File: src/rtl/cache_types.sv
// -----------------------------------------------------------------------------
// cache_types
//   Shared types and WAYS-derived constants for the write-back cache
//   controller slice.
//
//   Contents:
//     state_e    - controller state encoding (HIT, WRITEBACK, FETCH, ALLOCATE)
//     MAX_WAYS   - largest supported associativity
//     MAX_WAY_W  - way-index width at MAX_WAYS
//     way_w_for  - encoded way-index width for a given associativity
//     legal_ways - true for the supported associativities (2, 4, 8)
// -----------------------------------------------------------------------------
package cache_types;

    typedef enum logic [1:0] {
        ST_HIT       = 2'd0,
        ST_WRITEBACK = 2'd1,
        ST_FETCH     = 2'd2,
        ST_ALLOCATE  = 2'd3
    } state_e;

    localparam int MAX_WAYS  = 8;
    localparam int MAX_WAY_W = $clog2(MAX_WAYS);

    function automatic int way_w_for(input int ways);
        return $clog2(ways);
    endfunction

    function automatic bit legal_ways(input int ways);
        return (ways == 2) || (ways == 4) || (ways == 8);
    endfunction

endpackage : cache_types

File: src/rtl/wb_cache_control_if.sv
// -----------------------------------------------------------------------------
// wb_cache_control_if
//   Bundles the CPU handshake, physical-memory handshake and datapath
//   status/control signals of the cache controller.
//
//   Parameters:
//     WAYS  - associativity (2, 4 or 8)
//     WAY_W - encoded way-index width
//
//   Modports:
//     slave  - the controller: takes requests and way status, drives controls
//     master - the surrounding CPU / memory / datapath side
//
//   Signals:
//     mem_read, mem_write      CPU request, held until mem_resp
//     mem_resp                 one-cycle CPU completion pulse
//     pmem_read, pmem_write    physical-memory line requests
//     pmem_resp                physical-memory completion pulse
//     way_hit                  per-way tag match and valid
//     way_valid, way_dirty     per-way status bits of the indexed set
//     lru_way                  least-recently-used way of the indexed set
//     load_way                 one-hot load enable for data/tag/valid
//     set_dirty, clr_dirty     dirty-bit update for the loaded way
//     load_lru                 update LRU with access_way
//     access_way               way being accessed
//     cache_in_mux_sel         0 = line from pmem, 1 = CPU write merge
//     pmem_addr_sel            0 = CPU address, 1 = victim tag address
// -----------------------------------------------------------------------------
interface wb_cache_control_if
    import cache_types::*;
#(
    parameter int WAYS  = 2,
    parameter int WAY_W = way_w_for(WAYS)
);

    logic             mem_read;
    logic             mem_write;
    logic             mem_resp;
    logic             pmem_read;
    logic             pmem_write;
    logic             pmem_resp;
    logic [WAYS-1:0]  way_hit;
    logic [WAYS-1:0]  way_valid;
    logic [WAYS-1:0]  way_dirty;
    logic [WAY_W-1:0] lru_way;
    logic [WAYS-1:0]  load_way;
    logic             set_dirty;
    logic             clr_dirty;
    logic             load_lru;
    logic [WAY_W-1:0] access_way;
    logic             cache_in_mux_sel;
    logic             pmem_addr_sel;

    modport slave (
        input  mem_read, mem_write, pmem_resp,
        input  way_hit, way_valid, way_dirty, lru_way,
        output mem_resp, pmem_read, pmem_write,
        output load_way, set_dirty, clr_dirty, load_lru,
        output access_way, cache_in_mux_sel, pmem_addr_sel
    );

    modport master (
        output mem_read, mem_write, pmem_resp,
        output way_hit, way_valid, way_dirty, lru_way,
        input  mem_resp, pmem_read, pmem_write,
        input  load_way, set_dirty, clr_dirty, load_lru,
        input  access_way, cache_in_mux_sel, pmem_addr_sel
    );

endinterface : wb_cache_control_if

File: src/rtl/victim_select.sv
// -----------------------------------------------------------------------------
// victim_select
//   Chooses the replacement way for a miss: the lowest-index invalid way if
//   the set has one, otherwise the LRU way. Purely combinational.
//
//   Parameters:
//     WAYS  - associativity (2, 4 or 8)
//     WAY_W - encoded way-index width
//
//   Ports:
//     way_valid  in   WAYS   valid bits of the indexed set
//     lru_way    in   WAY_W  least-recently-used way
//     victim     out  WAY_W  selected replacement way
// -----------------------------------------------------------------------------
module victim_select
    import cache_types::*;
#(
    parameter int WAYS  = 2,
    parameter int WAY_W = way_w_for(WAYS)
) (
    input  logic [WAYS-1:0]  way_valid,
    input  logic [WAY_W-1:0] lru_way,
    output logic [WAY_W-1:0] victim
);

    // Scanning from the top down lets the lowest invalid way win without a
    // separate "found" flag.
    always_comb begin
        victim = lru_way;
        for (int i = WAYS - 1; i >= 0; i--) begin
            if (!way_valid[i]) begin
                victim = WAY_W'(i);
            end
        end
    end

endmodule : victim_select

File: src/rtl/wb_cache_control.sv
// -----------------------------------------------------------------------------
// wb_cache_control
//   Control FSM for a set-associative write-back, write-allocate cache.
//   Hits complete in the HIT state in a single cycle. A miss latches a
//   victim way, writes it back to physical memory if it is valid and dirty,
//   fetches the new line, loads it in ALLOCATE and returns to HIT, where the
//   still-held CPU request is replayed and hits.
//
//   Parameters:
//     WAYS  - associativity (2, 4 or 8)
//     WAY_W - encoded way-index width
//
//   Ports:
//     clk    in  sole clock, rising edge
//     rst_n  in  asynchronous active-low reset; forces HIT and quiet outputs
//     bus    wb_cache_control_if.slave - CPU, pmem and datapath signals
// -----------------------------------------------------------------------------
module wb_cache_control
    import cache_types::*;
#(
    parameter int WAYS  = 2,
    parameter int WAY_W = way_w_for(WAYS)
) (
    input  logic                clk,
    input  logic                rst_n,
    wb_cache_control_if.slave   bus
);

    state_e           state;
    state_e           state_next;
    logic [WAY_W-1:0] victim_q;
    logic [WAY_W-1:0] victim_d;
    logic [WAY_W-1:0] victim_sel;
    logic [WAY_W-1:0] hit_idx;
    logic             hit_any;
    logic             req;
    logic             is_write;
    logic             victim_wb;

    victim_select #(
        .WAYS  (WAYS),
        .WAY_W (WAY_W)
    ) u_victim_select (
        .way_valid (bus.way_valid),
        .lru_way   (bus.lru_way),
        .victim    (victim_sel)
    );

    // Lowest-index set bit of way_hit; several ways should never match, but
    // the priority keeps access_way well defined if they do.
    always_comb begin
        hit_idx = '0;
        for (int i = WAYS - 1; i >= 0; i--) begin
            if (bus.way_hit[i]) begin
                hit_idx = WAY_W'(i);
            end
        end
    end

    assign hit_any   = |bus.way_hit;
    assign req       = bus.mem_read | bus.mem_write;
    // A simultaneous read and write is serviced as a write.
    assign is_write  = bus.mem_write;
    assign victim_wb = bus.way_valid[victim_sel] & bus.way_dirty[victim_sel];

    // NOTE: state registers use non-blocking assignments so every flop samples
    // the pre-edge values of its neighbours, matching real hardware.
    always_ff @(posedge clk or negedge rst_n) begin
        if (!rst_n) begin
            state    <= ST_HIT;
            victim_q <= '0;
        end else begin
            state    <= state_next;
            victim_q <= victim_d;
        end
    end

    // NOTE: every signal driven here gets a default before the case statement;
    // a path that leaves one unassigned would otherwise infer a latch.
    always_comb begin
        state_next           = state;
        victim_d             = victim_q;
        bus.mem_resp         = 1'b0;
        bus.pmem_read        = 1'b0;
        bus.pmem_write       = 1'b0;
        bus.load_way         = '0;
        bus.set_dirty        = 1'b0;
        bus.clr_dirty        = 1'b0;
        bus.load_lru         = 1'b0;
        bus.access_way       = '0;
        bus.cache_in_mux_sel = 1'b0;
        bus.pmem_addr_sel    = 1'b0;

        // NOTE: the outputs are decoded from the state but also from live
        // request inputs in HIT, so the reset flop alone cannot silence them;
        // gating with rst_n keeps every output low for the whole reset pulse.
        if (rst_n) begin
            unique case (state)
                ST_HIT: begin
                    if (req) begin
                        if (hit_any) begin
                            bus.mem_resp   = 1'b1;
                            bus.load_lru   = 1'b1;
                            bus.access_way = hit_idx;
                            if (is_write) begin
                                bus.load_way         = WAYS'(1) << hit_idx;
                                bus.cache_in_mux_sel = 1'b1;
                                bus.set_dirty        = 1'b1;
                            end
                        end else begin
                            // The victim is captured once here and held until
                            // ALLOCATE, so LRU updates from other traffic
                            // cannot redirect the fill.
                            victim_d   = victim_sel;
                            state_next = victim_wb ? ST_WRITEBACK : ST_FETCH;
                        end
                    end
                end

                ST_WRITEBACK: begin
                    bus.pmem_write    = 1'b1;
                    bus.pmem_addr_sel = 1'b1;
                    bus.access_way    = victim_q;
                    if (bus.pmem_resp) begin
                        state_next = ST_FETCH;
                    end
                end

                ST_FETCH: begin
                    bus.pmem_read  = 1'b1;
                    bus.access_way = victim_q;
                    if (bus.pmem_resp) begin
                        state_next = ST_ALLOCATE;
                    end
                end

                ST_ALLOCATE: begin
                    // The freshly fetched line is clean; the replayed write in
                    // HIT will set the dirty bit again if needed.
                    bus.load_way   = WAYS'(1) << victim_q;
                    bus.clr_dirty  = 1'b1;
                    bus.access_way = victim_q;
                    state_next     = ST_HIT;
                end

                default: begin
                    state_next = ST_HIT;
                end
            endcase
        end
    end

endmodule : wb_cache_control

File: src/flat_wrapper.sv
// flat-port wrapper written by rule: the top's interface ports become plain ports
module wb_cache_control_flat import cache_types::*;
#(
    parameter int WAYS  = 2,
    parameter int WAY_W = way_w_for(WAYS)
)
  (clk, rst_n, bus_mem_read, bus_mem_write, bus_pmem_resp, bus_way_hit, bus_way_valid, bus_way_dirty, bus_lru_way, bus_mem_resp, bus_pmem_read, bus_pmem_write, bus_load_way, bus_set_dirty, bus_clr_dirty, bus_load_lru, bus_access_way, bus_cache_in_mux_sel, bus_pmem_addr_sel);
  wb_cache_control_if #(.WAYS(WAYS), .WAY_W(WAY_W)) bus_i ();
  input  logic clk;
  input  logic rst_n;
  input wire logic [$bits(bus_i.mem_read)-1:0] bus_mem_read;
  input wire logic [$bits(bus_i.mem_write)-1:0] bus_mem_write;
  input wire logic [$bits(bus_i.pmem_resp)-1:0] bus_pmem_resp;
  input wire logic [$bits(bus_i.way_hit)-1:0] bus_way_hit;
  input wire logic [$bits(bus_i.way_valid)-1:0] bus_way_valid;
  input wire logic [$bits(bus_i.way_dirty)-1:0] bus_way_dirty;
  input wire logic [$bits(bus_i.lru_way)-1:0] bus_lru_way;
  output wire logic [$bits(bus_i.mem_resp)-1:0] bus_mem_resp;
  output wire logic [$bits(bus_i.pmem_read)-1:0] bus_pmem_read;
  output wire logic [$bits(bus_i.pmem_write)-1:0] bus_pmem_write;
  output wire logic [$bits(bus_i.load_way)-1:0] bus_load_way;
  output wire logic [$bits(bus_i.set_dirty)-1:0] bus_set_dirty;
  output wire logic [$bits(bus_i.clr_dirty)-1:0] bus_clr_dirty;
  output wire logic [$bits(bus_i.load_lru)-1:0] bus_load_lru;
  output wire logic [$bits(bus_i.access_way)-1:0] bus_access_way;
  output wire logic [$bits(bus_i.cache_in_mux_sel)-1:0] bus_cache_in_mux_sel;
  output wire logic [$bits(bus_i.pmem_addr_sel)-1:0] bus_pmem_addr_sel;
  assign bus_i.mem_read = bus_mem_read;
  assign bus_i.mem_write = bus_mem_write;
  assign bus_i.pmem_resp = bus_pmem_resp;
  assign bus_i.way_hit = bus_way_hit;
  assign bus_i.way_valid = bus_way_valid;
  assign bus_i.way_dirty = bus_way_dirty;
  assign bus_i.lru_way = bus_lru_way;
  assign bus_mem_resp = bus_i.mem_resp;
  assign bus_pmem_read = bus_i.pmem_read;
  assign bus_pmem_write = bus_i.pmem_write;
  assign bus_load_way = bus_i.load_way;
  assign bus_set_dirty = bus_i.set_dirty;
  assign bus_clr_dirty = bus_i.clr_dirty;
  assign bus_load_lru = bus_i.load_lru;
  assign bus_access_way = bus_i.access_way;
  assign bus_cache_in_mux_sel = bus_i.cache_in_mux_sel;
  assign bus_pmem_addr_sel = bus_i.pmem_addr_sel;
  wb_cache_control #(.WAYS(WAYS), .WAY_W(WAY_W)) u_core (.clk(clk), .rst_n(rst_n), .bus(bus_i));
endmodule
File: config.mk
export PLATFORM = sky130hd
export DESIGN_NAME = wb_cache_control_flat
export DESIGN_NICKNAME = d
export VERILOG_FILES = /design/src/rtl/cache_types.sv /design/src/rtl/wb_cache_control_if.sv /design/src/rtl/victim_select.sv /design/src/rtl/wb_cache_control.sv /design/src/flat_wrapper.sv
export SDC_FILE = /design/constraint.sdc
export NUM_CORES = 1
export LEC_CHECK = 0
export ABC_CLOCK_PERIOD_IN_PS = 2000
export BUFFER_PORTS_ARGS = -buffer_cell sky130_fd_sc_hd__buf_2
export CAP_MARGIN = 25
export CORE_AREA = 2 2 40 42
export CTS_BUF_LIST = sky130_fd_sc_hd__clkbuf_4 sky130_fd_sc_hd__clkbuf_8
export DETAILED_ROUTE_END_ITERATION = 10
export DIE_AREA = 0 0 42 44
export PLACE_DENSITY = 0.56
export SLEW_MARGIN = 10
export SYNTH_ARGS = -nofsm -noshare
export SYNTH_HDL_FRONTEND = slang
export SYNTH_HIERARCHICAL = 1
export SYNTH_SLANG_ARGS = --single-unit
File: constraint.sdc
create_clock -name clk -period 2 [get_ports clk]
set_clock_uncertainty 0.2 [all_clocks]
set_input_delay 0.1 -clock clk [delete_from_list [all_inputs] [get_ports clk]]
set_output_delay 0.1 -clock clk [all_outputs]
set_load 0.005 [all_outputs]
# Word-level counts from Yosys, hierarchy flattened
# Index checks and enable logic that the tools add are counted.
# Widths: inputs -> output; s select.
dict set report totals {
  regBits 3
  input_bits 12
  output_inout_bits 11
}
dict set report classes {
  n_lt_le_gt_ge 1
  eq_ne 7
  shift 2
  mux 38
  n_bitwise 3
  reduce_logical 5
}
# op n
set op_table {}
lappend op_table {{$mux 1} 26}
lappend op_table {{$mux 2} 9}
lappend op_table {{$pmux 2 s4} 1}
lappend op_table {{$ne 2x2->1 const B} 3}
lappend op_table {{$reduce_and 5->1} 1}
lappend op_table {{$eq 2x2->1 const B} 2}
lappend op_table {{$pmux 2 s2} 1}
lappend op_table {{$reduce_and 4->1} 1}
lappend op_table {{$shl 1x1->2 const A} 2}
lappend op_table {{$reduce_or 3->1} 1}
lappend op_table {{$eq 2x1->1 const B} 1}
lappend op_table {{$logic_not 2->1} 1}
lappend op_table {{$lt 1x2->1 const B} 1}
lappend op_table {{$ne 2x1->1 const B} 1}
lappend op_table {{$pmux 1 s2} 1}
lappend op_table {{$reduce_or 2->1} 1}
lappend op_table {{$and 1x1->1} 1}
lappend op_table {{$not 1->1} 1}
lappend op_table {{$or 1x1->1} 1}

# Logic depth before layout (Yosys ltp)
dict set report logic_depth {
  ltp_word 9
  depth_mapped 7
  depth_no_buf 6
}

# Cells and area by module
# The synthesis kept the hierarchy.
# mod instances cells_per_inst area_each_um2 seq_area_each_um2
set modules_own_cells {}
lappend modules_own_cells {wb_cache_control 1 46 372.9 75.1}
lappend modules_own_cells {victim_select 1 2 11.3 0.0}

# Worst setup path after synthesis
# Ideal clock, no wire load.
dict set report synth_path {
  kind {flip-flop to flip-flop}
  start {register u_core.state[0]}
  end {register u_core.victim_q}
  setup_time_ps 134
  t_arrival_ps 1258
  slack_ps 407
  path_stages_with_launch 7
  path_buffers 1
  period_less_slack_ps 1593
  cell_sequence {dfrtp_1 -> inv_1 -> ha_1 -> buf_6 -> o21ai_0 -> nor4b_1 -> o21ai_0}
}
dict set report synth_between {
  elab_chain_len 2
}
# item line
set synth_lines {}
lappend synth_lines {{start: declaration} wb_cache_control.sv:29} ;# state_e state;
lappend synth_lines {{start signal: assignment} wb_cache_control.sv:73} ;# state <= state_next;
lappend synth_lines {{$logic_not 2->1} wb_cache_control.sv:98} ;# unique case (state)
lappend synth_lines {{$reduce_and 4->1 (no source line)} n/a}
lappend synth_lines {{end signal: assignment} wb_cache_control.sv:74} ;# victim_q <= victim_d;
lappend synth_lines {{end: declaration} wb_cache_control.sv:31} ;# logic [WAY_W-1:0] victim_q;
# Every way passes these cells.
# A chain may end at the register's enable or synchronous reset.

# Worst setup path after layout
dict set report layout_path {
  start {register u_core.state[1]}
  end {output bus_access_way}
}
dict set report layout_between {
  elab_chain_len 4
  elab_cells_between_ends 7
  cone_classes {eq/ne: 3; mux: 2; reduce/logical: 2}
}
# item line
set layout_lines {}
lappend layout_lines {{$eq 2x2->1 / $eq 2x1->1 (equally long branches)} wb_cache_control.sv:98}
lappend layout_lines {{$reduce_or 3->1 (no source line)} n/a}
lappend layout_lines {{$pmux 1 s2 (*)} wb_cache_control.sv:98}
lappend layout_lines {{$mux 1 (*)} wb_cache_control.sv:97} ;# if (rst_n) begin
lappend layout_lines {{end: declaration} flat_wrapper.sv:25} ;# output wire logic [$bits(bus_i.access_way)-1:0] bus_access_way;
# Mark *: on every way between the ends. The rest lies on a longest branch, timed or not.

==> summary.txt <==
Outcome
  – Status: finished, final reports clean

Logic synthesis
  – Mapped Avg Cell Area: about 8 um^2
  – Seq/Total Area, Yosys: 0.1954
  – Number of synthesized register bits: 3
  – Synth Cell Area: 384.1 um^2
  – Post-Syn Instances: 48
  – Yosys warnings: 6
  – Synth cell types: 22
  – Post-Syn Nets: 64

Hold path
  – Hold Path Class: in2reg

STA
  – Crit share post-route: 0.9154
  – Tightest Pin Transition: 0.3293 ns
  – Final hold violations: 0
  – Final critical-path required period: 1.831 ns
  – RSZ-0062 raised after global routing: no
  – Slew headroom: 0.7774
  – Final count of pins violating max slew: 0
  – Setup TNS: 0 ns
  – Setup violations, final: 0
  – F_max: about 550 MHz

Critical path
  – Crit-path slowest cell: dfrtp_1
  – Critical path type: reg2out
  – Worst path cell trace: inv_1 > ha_2 > o21ai_1 > nor3b_2 > o21a_1 > buf_2
  – CP Data Required Time: 1.70 ns
  – CP endpoint kind: primary output
  – Crit start category: flip-flop
  – Max incr delay on CP: around 0.41 ns
  – Critical Path Fanout Max: 6
  – Arr. time, crit path: 1.53 ns

Finish
  – Area Growth Syn to Fin: 42.02%
  – Antenna fix cells: 0
  – Fin util: 0.3845
  – Leading cell types in the layout, fill and taps excluded: 22 x buf_2, 7 x nor2_1, 4 x clkbuf_4, 4 x inv_1, 4 x nand2_1
  – Design area: 545.5 um^2
  – FF/Latch Area: 75.07 um^2
  – Most common cell after layout, fill and taps aside: buf_2
  – # nets final: 90
  – Share of cells above drive strength 1: 0.4384
  – Fillers: about 160
  – Multi-input gate area: about 270 um^2

Global routing
  – Vias in the first global route: between 300 and 400
  – Global-route wire length before repair: 1366 um
  – Initial antenna violation count: 0
  – Largest net degree at the start of global routing: 12
  – Gr ovfl total: 0
  – All-Layer GR Usage: 0.1019

Route
  – Vias: just under 400
  – Antenna violation net count after detailed routing: 0
  – Drt wl/cell: 10.18 um
  – DR iter-0 viols: 0
  – TritonRoute pass-1 iters: 1
  – Vias per std cell: roughly 4.4
  – DRT Wirelength: 906 um
  – DRC errors left: 0

Placed design
  – RePlAce Congestion: 0.7664
  – Post-Place Cell Area: approximately 490 um^2
  – IO Port Bufs: 22

Clocking
  – Worst-skew pair later-pin latency: 0.23 ns
  – CTS Buffer Depth: 2
  – CTS tree: built
  – Clock root buffer: clkbuf_4
  – CTS clk-pin slew, worst paths: 0.04 ns
  – Num CTS Buffers: 3
  – Clock sink total: 3
  – CTS HTree Levels: 1
  – Setup repair bufs after CTS: 0

Die
  – Core Region: 1419 um^2
  – I/O pins: 23
  – Initial Util: 0.2707
  – Die width: 42 um
  – Die Ht: 44 um
  – Die area: 1848 um^2
  – Row count: 14

Power and ir drop
  – Pleak: slightly below 0.3 nW
  – Power Total: 610.7 uW
  – Power Density: 1119 nW/um^2
  – Worst vdd ir: around 400 uV

Run
  – Max cap viols: 0
[registers in the layout, indices dropped and copies added (netlist names)]
| signal | cells |
|---|---|
| u_core/state | 2 |
| u_core/victim_q | 1 |
[metal layers]
metal,share of wire,track usage
met4,0.0055,0.07742
met2,0.51,0.1688
met1,0.42,0.1080
met5,0,0
met3,0.063,0.03333
[worst max-delay path: cells and delay by family, from the launching register on]
kind            cells  cell delay, ns
simple gates        1            0.19
buf+inv             2            0.19
fa+ha+maj           1            0.24
flops               1            0.41
compound gates      2            0.27
[cell type report]
type	instances	area share
well taps	16	0.03670
repair buffers	25	0.2523
multi-input cells	37	0.4908
inverters	4	0.02752
clock buffers	4	0.05505
flip-flops and latches	3	0.1376
[cells by family (layout without fill, tap and decap cells)]
logic type               count (synthesis)  after routing  synth area share
AND/OR/NAND/NOR                         19             19            0.2508
AO/OA/AOI/OAI                           11             11            0.2052
buffers and inverters                    8             33            0.1270
adder cells (fa/ha/maj)                  4              4            0.1303
multiplexers                             3              3           0.09120
flip-flops                               3              3            0.1954
[final timing paths]
path	start	endpoint	slack [ns]	depth (start not counted)
setup / recovery	u_core/state[1]$_DFFE_PN0P_	bus_access_way	0.17	6
setup reg to reg	u_core/state[1]$_DFFE_PN0P_	u_core/victim_q$_DFFE_PN0P_	0.34	5
min in group asynchronous	rst_n	u_core/victim_q$_DFFE_PN0P_	0.06	2
hold reg to reg	u_core/victim_q$_DFFE_PN0P_	u_core/victim_q$_DFFE_PN0P_	0.39	2
max in group asynchronous	rst_n	u_core/state[0]$_DFFE_PN0P_	1.37	2
hold / removal	bus_way_hit[1]	u_core/victim_q$_DFFE_PN0P_	0.04	3
[cell usage after synthesis]
| library cell | number | area share |
|---|---|---|
| nor2_1 | 7 | 0.068 |
| ha_1 | 4 | 0.13 |
| inv_1 | 4 | 0.039 |
| nand2_1 | 4 | 0.039 |
| o21ai_0 | 4 | 0.052 |
| and2_1 | 3 | 0.049 |
| buf_4 | 3 | 0.059 |
| dfrtp_1 | 3 | 0.20 |
| a21oi_1 | 2 | 0.026 |
| mux2i_1 | 2 | 0.052 |
| a21boi_1 | 1 | 0.020 |
| a32oi_1 | 1 | 0.023 |
| buf_6 | 1 | 0.029 |
| mux2_4 | 1 | 0.039 |
| nand2b_1 | 1 | 0.016 |
| nand3_1 | 1 | 0.013 |
| nand4b_1 | 1 | 0.023 |
| nor3b_1 | 1 | 0.020 |
| nor4b_1 | 1 | 0.023 |
| o211ai_2 | 1 | 0.033 |
| o21a_1 | 1 | 0.020 |
| o31ai_2 | 1 | 0.033 |
[report_power, final]
part | internal (mW) | switching, mW
sequential | 0.0919 | 0.0242
combinational | 0.189 | 0.187
clock | 0.0883 | 0.0311
total | 0.369 | 0.242
[metrics by stage]
step                      instances  hold slack (ns)  worst slack (ns)
after global routing             89          0.04489           0.05569
after global placement           83          -0.2473            0.2620
final                            89          0.03699            0.1693
after detailed placement         83          -0.2432            0.2150
after floorplan                  48          -0.3956            0.4073
after CTS                        89          0.03572           0.05745
[timing repair]
action	in CTS	in global routing
gates resized for setup	1	2
setup endpoints to repair	1	1
hold endpoints to repair	4	0
pin swaps	0	1
hold buffers	2	0
Note: power is estimated with default switching activity, not from simulation.
